[src/rtl/fc_dense_neuron_array_pkg.sv]
// Shared fp32 constants, activation selectors and combinational fp32 multiply/add helpers
// for the dense neuron array.
package fc_dense_neuron_array_pkg;

  localparam logic [31:0] FP32_ZERO     = 32'h0000_0000;
  localparam logic [31:0] FP32_ONE      = 32'h3F80_0000;
  localparam logic [31:0] FP32_QNAN     = 32'h7FC0_0000;
  localparam int          FP32_SIGN_BIT = 31;
  localparam int          ACT_LINEAR    = 0;
  localparam int          ACT_RELU      = 1;

  // Truncating fp32 multiply; subnormals flush to signed zero, NaN operands pass through.
  function automatic logic [31:0] fp32_mul(input logic [31:0] a, input logic [31:0] b);
    logic              s;
    logic [7:0]        ea, eb;
    logic [22:0]       ma, mb, m;
    logic [47:0]       prod;
    logic signed [9:0] e;
    s  = a[31] ^ b[31];
    ea = a[30:23];
    eb = b[30:23];
    ma = a[22:0];
    mb = b[22:0];
    if (ea == 8'hFF && ma != '0) return a;
    if (eb == 8'hFF && mb != '0) return b;
    if (ea == 8'hFF || eb == 8'hFF) begin
      if (ea == 8'h00 || eb == 8'h00) return FP32_QNAN;
      return {s, 8'hFF, 23'h0};
    end
    if (ea == 8'h00 || eb == 8'h00) return {s, 31'h0};
    prod = {1'b1, ma} * {1'b1, mb};
    e    = $signed({2'b00, ea}) + $signed({2'b00, eb}) - 10'sd127;
    if (prod[47]) begin
      m = prod[46:24];
      e = e + 10'sd1;
    end else begin
      m = prod[45:23];
    end
    if (e >= 10'sd255) return {s, 8'hFF, 23'h0};
    if (e <= 10'sd0)   return {s, 31'h0};
    return {s, e[7:0], m};
  endfunction

  // Truncating fp32 add; larger-magnitude operand sets the result sign.
  function automatic logic [31:0] fp32_add(input logic [31:0] a, input logic [31:0] b);
    logic [31:0]       x, y;
    logic [7:0]        ea, eb, ex, ey, d;
    logic [26:0]       mx, my;
    logic [27:0]       sum;
    logic [4:0]        lz;
    logic [22:0]       m;
    logic signed [9:0] e;
    ea = a[30:23];
    eb = b[30:23];
    if (ea == 8'hFF && a[22:0] != '0) return a;
    if (eb == 8'hFF && b[22:0] != '0) return b;
    if (ea == 8'hFF && eb == 8'hFF) return (a[31] != b[31]) ? FP32_QNAN : a;
    if (ea == 8'hFF) return a;
    if (eb == 8'hFF) return b;
    if (ea == 8'h00 && eb == 8'h00) return {a[31] & b[31], 31'h0};
    if (ea == 8'h00) return b;
    if (eb == 8'h00) return a;
    if (a[30:0] >= b[30:0]) begin
      x = a;
      y = b;
    end else begin
      x = b;
      y = a;
    end
    ex = x[30:23];
    ey = y[30:23];
    mx = {1'b1, x[22:0], 3'b000};
    my = {1'b1, y[22:0], 3'b000};
    d  = ex - ey;
    my = (d >= 8'd27) ? '0 : (my >> d);
    e  = $signed({2'b00, ex});
    if (x[31] == y[31]) begin
      sum = {1'b0, mx} + {1'b0, my};
      if (sum[27]) begin
        m = sum[26:4];
        e = e + 10'sd1;
      end else begin
        m = sum[25:3];
      end
    end else begin
      sum = {1'b0, mx - my};
      if (sum == '0) return FP32_ZERO;
      lz = '0;
      for (int i = 0; i < 27; i++) begin
        if (sum[i]) lz = 5'(26 - i);
      end
      sum = sum << lz;
      m   = sum[25:3];
      e   = e - $signed({5'b00000, lz});
    end
    if (e >= 10'sd255) return {x[31], 8'hFF, 23'h0};
    if (e <= 10'sd0)   return {x[31], 31'h0};
    return {x[31], e[7:0], m};
  endfunction

endpackage

[src/rtl/fc_dense_neuron_array_mac_lane.sv]
// One neuron lane: fp32 multiply-accumulate into a bias-initialised accumulator.
module fc_mac_lane
  import fc_dense_neuron_array_pkg::*;
#(
  parameter logic [31:0] BIAS = 32'h0
) (
  input  logic        clk,
  input  logic        rst,
  input  logic        load_bias,
  input  logic        accum,
  input  logic [31:0] data_in,
  input  logic [31:0] weight,
  output logic [31:0] sum
);

  logic [31:0] acc;

  assign sum = fp32_add(acc, fp32_mul(data_in, weight));

  // NOTE: sequential state uses non-blocking assignments so every register samples pre-edge values.
  always_ff @(posedge clk) begin
    if (rst || load_bias) begin
      acc <= BIAS;
    end else if (accum) begin
      acc <= sum;
    end
  end

endmodule

[src/rtl/fc_dense_neuron_array.sv]
// Fully-connected layer slice: NUM_NEURONS fp32 MAC lanes share one input stream and
// publish their sums (optionally ReLU'd) after NUM_INPUTS accepted samples.
module fc_dense_neuron_array
  import fc_dense_neuron_array_pkg::*;
#(
  parameter int                            DATA_WIDTH  = 32,
  parameter int                            NUM_NEURONS = 2,
  parameter int                            NUM_INPUTS  = 64,
  parameter logic [NUM_NEURONS*32-1:0]     BIAS_VEC    = '0,
  parameter int                            ACT         = 0
) (
  input  logic                              clk,
  input  logic                              rst,
  input  logic                              clear,
  input  logic                              valid_in,
  input  logic [DATA_WIDTH-1:0]             data_in,
  input  logic [NUM_NEURONS*DATA_WIDTH-1:0] weight,
  output logic                              valid_out,
  output logic [NUM_NEURONS*DATA_WIDTH-1:0] data_out,
  output logic                              busy
);

  localparam int                CNT_W = (NUM_INPUTS > 1) ? $clog2(NUM_INPUTS) : 1;
  localparam logic [CNT_W-1:0]  LAST  = CNT_W'(NUM_INPUTS - 1);

  logic [CNT_W-1:0]                   cnt;
  logic                               take;
  logic                               last_sample;
  logic [NUM_NEURONS-1:0][31:0]       lane_sum;
  logic [NUM_NEURONS-1:0][31:0]       act_out;

  // clear beats valid_in, so a sample arriving with clear is simply dropped.
  assign take        = valid_in && !clear;
  assign last_sample = take && (cnt == LAST);

  for (genvar n = 0; n < NUM_NEURONS; n++) begin : g_lane
    fc_mac_lane #(
      .BIAS (BIAS_VEC[n*32 +: 32])
    ) u_lane (
      .clk       (clk),
      .rst       (rst),
      .load_bias (clear || last_sample),
      .accum     (take),
      .data_in   (data_in[31:0]),
      .weight    (weight[n*DATA_WIDTH +: 32]),
      .sum       (lane_sum[n])
    );
  end

  // NOTE: assign every always_comb output a default first so no path leaves it unassigned (no latch).
  always_comb begin
    act_out = lane_sum;
    if (ACT == ACT_RELU) begin
      for (int n = 0; n < NUM_NEURONS; n++) begin
        if (lane_sum[n][FP32_SIGN_BIT]) act_out[n] = FP32_ZERO;
      end
    end
  end

  always_ff @(posedge clk) begin
    if (rst) begin
      cnt       <= '0;
      busy      <= 1'b0;
      valid_out <= 1'b0;
      data_out  <= '0;
    end else begin
      valid_out <= 1'b0;
      if (clear) begin
        cnt  <= '0;
        busy <= 1'b0;
      end else if (valid_in) begin
        if (last_sample) begin
          data_out  <= act_out;
          valid_out <= 1'b1;
          cnt       <= '0;
          busy      <= 1'b0;
        end else begin
          cnt  <= cnt + 1'b1;
          busy <= 1'b1;
        end
      end
    end
  end

endmodule
[config.mk]
export PLATFORM = sky130hd
export DESIGN_NAME = fc_dense_neuron_array
export DESIGN_NICKNAME = d
export VERILOG_FILES = /design/src/rtl/fc_dense_neuron_array_pkg.sv /design/src/rtl/fc_dense_neuron_array_mac_lane.sv /design/src/rtl/fc_dense_neuron_array.sv
export SDC_FILE = /design/constraint.sdc
export NUM_CORES = 2
export LEC_CHECK = 0
export CORE_AREA = 3 3 410 371
export DETAILED_ROUTE_END_ITERATION = 8
export DIE_AREA = 0 0 413 374
export DONT_BUFFER_PORTS = 1
export GPL_ROUTABILITY_DRIVEN = 0
export SYNTH_ARGS = -nofsm -noshare
export SYNTH_HDL_FRONTEND = slang
export SYNTH_SLANG_ARGS = --single-unit
[constraint.sdc]
create_clock -name clk -period 28.4 [get_ports clk]
set_input_delay 7.1 -clock clk [delete_from_list [all_inputs] [get_ports clk]]
set_output_delay 7.1 -clock clk [all_outputs]
set_load 0.005 [all_outputs]
Yosys cells after proc, flatten, opt, wreduce, memory -nomap -nowiden
Cells that the tools add are included.
{ "totals": {"word_cells": 558, "ff_bits": 136, "input_bits": 100} }
{ "classes": {"addsub": 17, "n_mul": 2, "shifts": 4, "n_lt_le_gt_ge": 12, "n_reduce_logical": 39, "bitwise_logic": 6, "eq_ne": 12, "mux": 460} }
{ "ops": {"columns": ["op", "count"], "rows": [
  ["2-to-1 mux 32 bit", 140],
  ["2-to-1 mux 5 bit", 74],
  ["2-to-1 mux 10 bit", 32],
  ["2-to-1 mux 1 bit", 203],
  ["2-to-1 mux 23 bit", 8],
  ["nonzero test 23 bit", 7],
  ["multiplier 24 x 24 -> 48 bit", 2],
  ["greater-or-equal comparator 31 bit", 2],
  ["adder 27 x 27 -> 28 bit", 2],
  ["equality test 8 bit, second input constant", 7],
  ["zero test 8 bit", 7],
  ["zero test 27 bit", 2],
  ["2-to-1 mux 27 bit", 2],
  ["<< shifter 27 x 5 -> 26 bit", 2],
  [">> shifter 27 x 8 -> 27 bit", 2],
  ["subtractor 27 bit", 2],
  ["greater-or-equal comparator 10 x 9 -> 1 bit, second input constant", 4],
  ["less-or-equal comparator 10 x 1 -> 1 bit, second input constant", 4],
  ["adder 10 x 2 -> 10 bit, second input constant", 2],
  ["subtractor 10 x 8 -> 10 bit, second input constant", 2],
  ["adder 8 x 1 -> 9 bit, second input constant", 2],
  ["adder 8 x 8 -> 9 bit", 2],
  ["subtractor 8 x 5 -> 9 bit", 2],
  ["greater-or-equal comparator 8 x 5 -> 1 bit, second input constant", 2],
  ["15 further kinds", 38]
]} }

Logic depth before layout (Yosys ltp)
{ "depth": {"ltp_word": 153, "mapped_depth": 102, "mapped_depth_nobuf": 92} }

Cells and area by module
From an unflattened synthesis, not the netlist that was laid out.
{ "hier_totals": {"cells_unflattened": 8851, "area_unflattened_um2": 67815.0} }
{ "modules_own_cells": {"columns": ["mod", "area_per_inst_um2", "instances", "cells_each"], "rows": [
  ["fc_mac_lane (g_lane[1].u_lane)", 32658.8, 1, 4276],
  ["fc_mac_lane (g_lane[0].u_lane)", 32296.0, 1, 4241],
  ["fc_dense_neuron_array", 2860.2, 1, 334]
]} }

Least setup slack after synthesis
No wires, ideal clock.
{ "synth_timing": {"path_kind": "input-to-reg", "from": "input data_in[21]", "to": "register g_lane[0].u_lane.acc[6]", "path_buffers": 15, "t_arrival_ns": 26.975, "required_time_ns": 28.281, "path_slack_ns": 1.307, "setup_time_ns": 0.119, "cell_stages": 94, "path_cell_list": "clkbuf_1 clkbuf_1 nand2_1 fa_1 inv_1 fa_1 fa_1 inv_1 fa_1 inv_1 fa_1 fa_1 inv_1 fa_1 inv_1 ha_1 clkbuf_1 nand2_1 [58 not listed] buf_1 clkbuf_1 inv_1 ha_1 fa_1 nor2b_1 o21ai_0 nand2b_1 nand2_1 nand2_1 or2_2 nor3_1 or4_1 o41ai_4 nor3_1 a222oi_1 o31ai_1 o221a_1"} }
{ "synth_via": {"elab_chain_cells": 104, "elab_cells_between_ends": 231, "classes_between": "5 x add/sub; 1 x mul; 6 x order compare; 3 x eq/ne; 2 x shift; 206 x mux; 8 x reduce/logical"} }
{ "synth_lines": {"columns": ["item", "line", "source"], "rows": [
  ["from (decl)", "fc_dense_neuron_array.sv:16", "input logic [DATA_WIDTH-1:0] data_in,"],
  ["multiplier 24 x 24 -> 48 bit", "fc_dense_neuron_array_pkg.sv:31", "prod = {1'b1, ma} * {1'b1, mb};"],
  ["2-to-1 mux 10 bit", "fc_dense_neuron_array_pkg.sv:33", "if (prod[47]) begin"],
  ["2-to-1 mux 10 bit", "fc_dense_neuron_array_pkg.sv:31", null],
  ["2-to-1 mux 10 bit", "fc_dense_neuron_array_pkg.sv:30", "if (ea == 8'h00 || eb == 8'h00) return {s, 31'h0};"],
  ["2-to-1 mux 10 bit", "fc_dense_neuron_array_pkg.sv:26", "if (ea == 8'hFF || eb == 8'hFF) begin"],
  ["2-to-1 mux 10 bit", "fc_dense_neuron_array_pkg.sv:25", "if (eb == 8'hFF && mb != '0) return b;"],
  ["less-or-equal comparator 10 x 1 -> 1 bit", "fc_dense_neuron_array_pkg.sv:40", "if (e <= 10'sd0) return {s, 31'h0};"],
  ["2-to-1 mux 1 bit (2 in series)", "fc_dense_neuron_array_pkg.sv:40", null],
  ["[87 not listed]", null, null],
  ["2-to-1 mux 32 bit", "fc_dense_neuron_array_pkg.sv:63", "if (a[30:0] >= b[30:0]) begin"],
  ["2-to-1 mux 32 bit", "fc_dense_neuron_array_pkg.sv:62", "if (eb == 8'h00) return a;"],
  ["2-to-1 mux 32 bit", "fc_dense_neuron_array_pkg.sv:61", "if (ea == 8'h00) return b;"],
  ["2-to-1 mux 32 bit", "fc_dense_neuron_array_pkg.sv:60", "if (ea == 8'h00 && eb == 8'h00) return {a[31] & b[31], 31'h0};"],
  ["2-to-1 mux 32 bit", "fc_dense_neuron_array_pkg.sv:59", "if (eb == 8'hFF) return b;"],
  ["2-to-1 mux 32 bit", "fc_dense_neuron_array_pkg.sv:58", "if (ea == 8'hFF) return a;"],
  ["2-to-1 mux 32 bit *", "fc_dense_neuron_array_pkg.sv:57", "if (ea == 8'hFF && eb == 8'hFF) return (a[31] != b[31]) ? FP32_QNAN : a;"],
  ["2-to-1 mux 32 bit *", "fc_dense_neuron_array_pkg.sv:56", "if (eb == 8'hFF && b[22:0] != '0) return b;"],
  ["to (signal assigned)", "fc_dense_neuron_array_mac_lane.sv:25", "acc <= sum;"],
  ["to (decl)", "fc_dense_neuron_array_mac_lane.sv:16", "logic [31:0] acc;"]
]} }
Mark *: on every way between the ends. The rest lies on a longest branch, timed or not. The select of a mux whose other input is x is not followed.
A chain may end at the register's enable or synchronous reset.

Final worst setup path
{ "layout_timing": {"from": "input weight[0]", "to": "register data_out[8]"} }
{ "layout_via": {"elab_chain_cells": 104, "elab_cells_between_ends": 231, "classes_between": "5 x add/sub; 1 x mul; 6 x order compare; 3 x eq/ne; 2 x shift; 206 x mux; 8 x reduce/logical"} }
{ "layout_lines": {"columns": ["item", "line", "source"], "rows": [
  ["from (decl)", "fc_dense_neuron_array.sv:17", "input logic [NUM_NEURONS*DATA_WIDTH-1:0] weight,"],
  ["multiplier 24 x 24 -> 48 bit", "fc_dense_neuron_array_pkg.sv:31", null],
  ["2-to-1 mux 10 bit", "fc_dense_neuron_array_pkg.sv:33", null],
  ["2-to-1 mux 10 bit", "fc_dense_neuron_array_pkg.sv:31", null],
  ["2-to-1 mux 10 bit", "fc_dense_neuron_array_pkg.sv:30", null],
  ["2-to-1 mux 10 bit", "fc_dense_neuron_array_pkg.sv:26", null],
  ["2-to-1 mux 10 bit", "fc_dense_neuron_array_pkg.sv:25", null],
  ["less-or-equal comparator 10 x 1 -> 1 bit", "fc_dense_neuron_array_pkg.sv:40", null],
  ["2-to-1 mux 1 bit (2 in series)", "fc_dense_neuron_array_pkg.sv:40", null],
  ["[87 not listed]", null, null],
  ["2-to-1 mux 32 bit", "fc_dense_neuron_array_pkg.sv:63", null],
  ["2-to-1 mux 32 bit", "fc_dense_neuron_array_pkg.sv:62", null],
  ["2-to-1 mux 32 bit", "fc_dense_neuron_array_pkg.sv:61", null],
  ["2-to-1 mux 32 bit", "fc_dense_neuron_array_pkg.sv:60", null],
  ["2-to-1 mux 32 bit", "fc_dense_neuron_array_pkg.sv:59", null],
  ["2-to-1 mux 32 bit", "fc_dense_neuron_array_pkg.sv:58", null],
  ["2-to-1 mux 32 bit *", "fc_dense_neuron_array_pkg.sv:57", null],
  ["2-to-1 mux 32 bit *", "fc_dense_neuron_array_pkg.sv:56", null],
  ["to (signal assigned)", "fc_dense_neuron_array.sv:73", "data_out <= act_out;"],
  ["to (decl)", "fc_dense_neuron_array.sv:19", "output logic [NUM_NEURONS*DATA_WIDTH-1:0] data_out,"]
]} }
Marks and branches as above.

==> out/metrics.yaml <==
outcome:
  status: "finished clean"
placement:
  port_buffers: 0
  pre_cts_slack_ns: -0.8755
  dp_cells: 10263
  place_hpwl_um: 195200
worst_setup_path:
  r2r_setup_slack_ns: 14.78
  r2r-start: "g_lane[1].u_lane.acc[28]$_SDFFE_PP0P_"
  crit_path_start_kind: "input pin"
  crit_required_ns: 28.69
  reg2reg_depth: 58
  cp-end-kind: "flip-flop"
  crit_type: "in2reg"
  arrival_ns: 27.86
  r2r-end: "data_out[45]$_SDFFE_PP0P_"
  cpPeakStageDelay_ns: 0.63
  cp_common_cell: "fa_1"
  worst-path-max-fanout: 19
  cp_slowest_cell: "a2111o_2"
timing:
  fmax_ghz: 0.03628
  fin_crit_sh_pct: 97.07
  finalMaxSlewViolations: 0
  finalSetupTns_ns: 0
  worstMarginPinSlew_ns: 1.364
  hold_viol: 0
  fin_crit_ns: 27.57
  setup_violations: 0
  slew_headroom_pct: 7.883
  skew_ns: 0.01154
  fin_ws_ns: 0.8334
global_routing:
  grt_pass1_vias: 62987
  grtUsageTotal_pct: 32.97
  grt_pass1_wl_um: 394200
  overflow: 0
  antenna_found_initial: 9
  grt_max_degree: 81
clock_tree:
  clk-insertion-delay-late_ns: 0.41
  cts.htree.levels: 4
  cts_tree: "built"
  cts_root_buf: "clkbuf_16"
  numCtsBuffers: 17
  path_clk_slew_ns: 0.06
  ctsHoldBuffers: 0
  cts_num_sinks: 136
  max-clock-path-buffers: 2
hold_path:
  min_from: "data_out[8]$_SDFFE_PP0P_"
  hold_depth: 2
  hold_class: "reg2reg"
  hold-path-endpoint: "data_out[8]$_SDFFE_PP0P_"
drt:
  firstDrtPassIters: 7
  first_iter_violations: 7963
  totalWireLength_um: 259100
  route.detailed.drc: 0
  wl_per_cell_um: 25.11
  ant_nets: 0
  vias_per_cell: 6.233
  dr_total_vias: 64311
die:
  ios: 166
  die_w_um: 413
  start_util_pct: 44.93
  coreArea_mm2: 0.1482
  rows: 134
  die_area_mm2: 0.1545
  die_h_um: 374
yosys:
  syn_area_mm2: 0.06660
  ys.flop_type: "dfxtp_1"
  ys_async_sr_fraction_pct: 0
  synth_top_area_share_pct: 29.10
  synth_edf_count: 0
  yosysUniqueCellTypes: 132
  seq_area_frac_synth_pct: 4.088
  yosys-top-cells-area: "fa_1 29%, ha_1 10%, inv_1 7.5%, nand2_1 6.3%, and2_1 4.5%"
  syn-instance-count: 8664
  synth.net_count: 10267
  post-synth-top-area-cell: "fa_1"
  yosys_warnings: 0
  synth-seq-cells: 136
  avgSynthCellArea_um2: 7.686
finish:
  layout-drive-gt1-share_pct: 5.725
  nFillCells: 14784
  finalNetCount: 9922
  areaGrowthSynthToFinish_pct: 3.970
  final_cells: 10318
  fin_util_pct: 46.72
  most-common-layout-cells: "1,327 x inv_1, 1,123 x nand2_1, 968 x fa_1"
  layout_commonest_cell: "inv_1"
run:
  max_cap_violations: 0
[cell type report]
cell class / instances / area (um^2) / area share (%)
repair buffers: 162 / 1232 / 1.780
clock inverters: 14 / 131.4 / 0.1897
clock buffers: 18 / 439.2 / 0.6343
multi-input cells: 6657 / 57160 / 82.55
inverters: 1345 / 5052 / 7.297
diodes: 14 / 35.03 / 0.05060
well taps: 1972 / 2467 / 3.564
flip-flops and latches: 136 / 2723 / 3.932
[synth_stat cells, drive strengths merged (70+ instances only)]
cell    count
fa        968
a31oi      72
nand3     143
inv      1334
a211oi    128
a21o       80
a21oi     496
nor3      125
mux2i     138
nand4      74
nand2    1125
nor4       70
nor2      564
ha        535
dfxtp     136
o21ai     399
clkbuf    464
xnor2     120
and2      483
[stage by stage]
stage	cell area [um^2]	hold WS, ns
after floorplan	66600	0.4482
after global placement	68230	0.4739
after detailed placement	68230	0.4856
after CTS	68810	0.4950
after global routing	69200	0.5031
final	69240	0.4924
[layer usage]
metal	vias up	GRT usage [%]	routed length, um
met4	4	11.75	12120
met3	729	8.200	30030
met2	3842	49.68	110600
li1	28082	-	-
met1	31654	45.74	106300
met5	-	0	27
[how the worst max path moves through the flow]
stage / startpoint / end / slack [ns]
final: weight[0] / data_out[8]$_SDFFE_PP0P_ / 0.83
after global routing: weight[0] / g_lane[0].u_lane.acc[18]$_SDFFE_PP0P_ / -0.03
after CTS: weight[0] / data_out[0]$_SDFFE_PP0P_ / 0.02
after detailed placement: weight[0] / data_out[14]$_SDFFE_PP0P_ / -0.88
after global placement: weight[0] / data_out[14]$_SDFFE_PP0P_ / -0.70
after floorplan: data_in[21] / g_lane[0].u_lane.acc[6]$_SDFFE_PP0P_ / 1.31
[critical path: cells and delay by family]
family,cells,cell delay (ns)
buf+inv,13,1.95
xor+xnor,2,0.68
mux,2,0.65
simple gates,23,4.69
fa+ha+maj,13,5.44
compound gates,33,7.30
[sequential cells by signal, indices dropped and copies added, names as in the netlist]
| register | flops |
|---|---|
| cnt | 6 |
| g_lane.u_lane.acc | 64 |
| valid_out | 1 |
| busy | 1 |
| data_out | 64 |
[cell families (layout without fill, tap and decap cells)]
family / Yosys count / in the layout / share of synthesized area [%]
mux: 226 / 226 / 4.289
xor+xnor: 182 / 182 / 2.427
buf+inv: 1871 / 1539 / 10.66
fa+ha+maj: 1506 / 1506 / 39.20
simple gates: 2902 / 2902 / 20.93
flops: 136 / 136 / 4.088
compound gates: 1841 / 1841 / 18.41
other cells: 0 / 14 / 0
[timing repair]
item	4_1_cts	5_1_grt
setup endpoints to repair	12	122
pin swaps	1	8
setup buffers	0	9
resized for setup	4	62
Power is left out: the tool's default activity adds up to more than one toggle a clock period on the data nets, which glitch-free logic cannot reach.
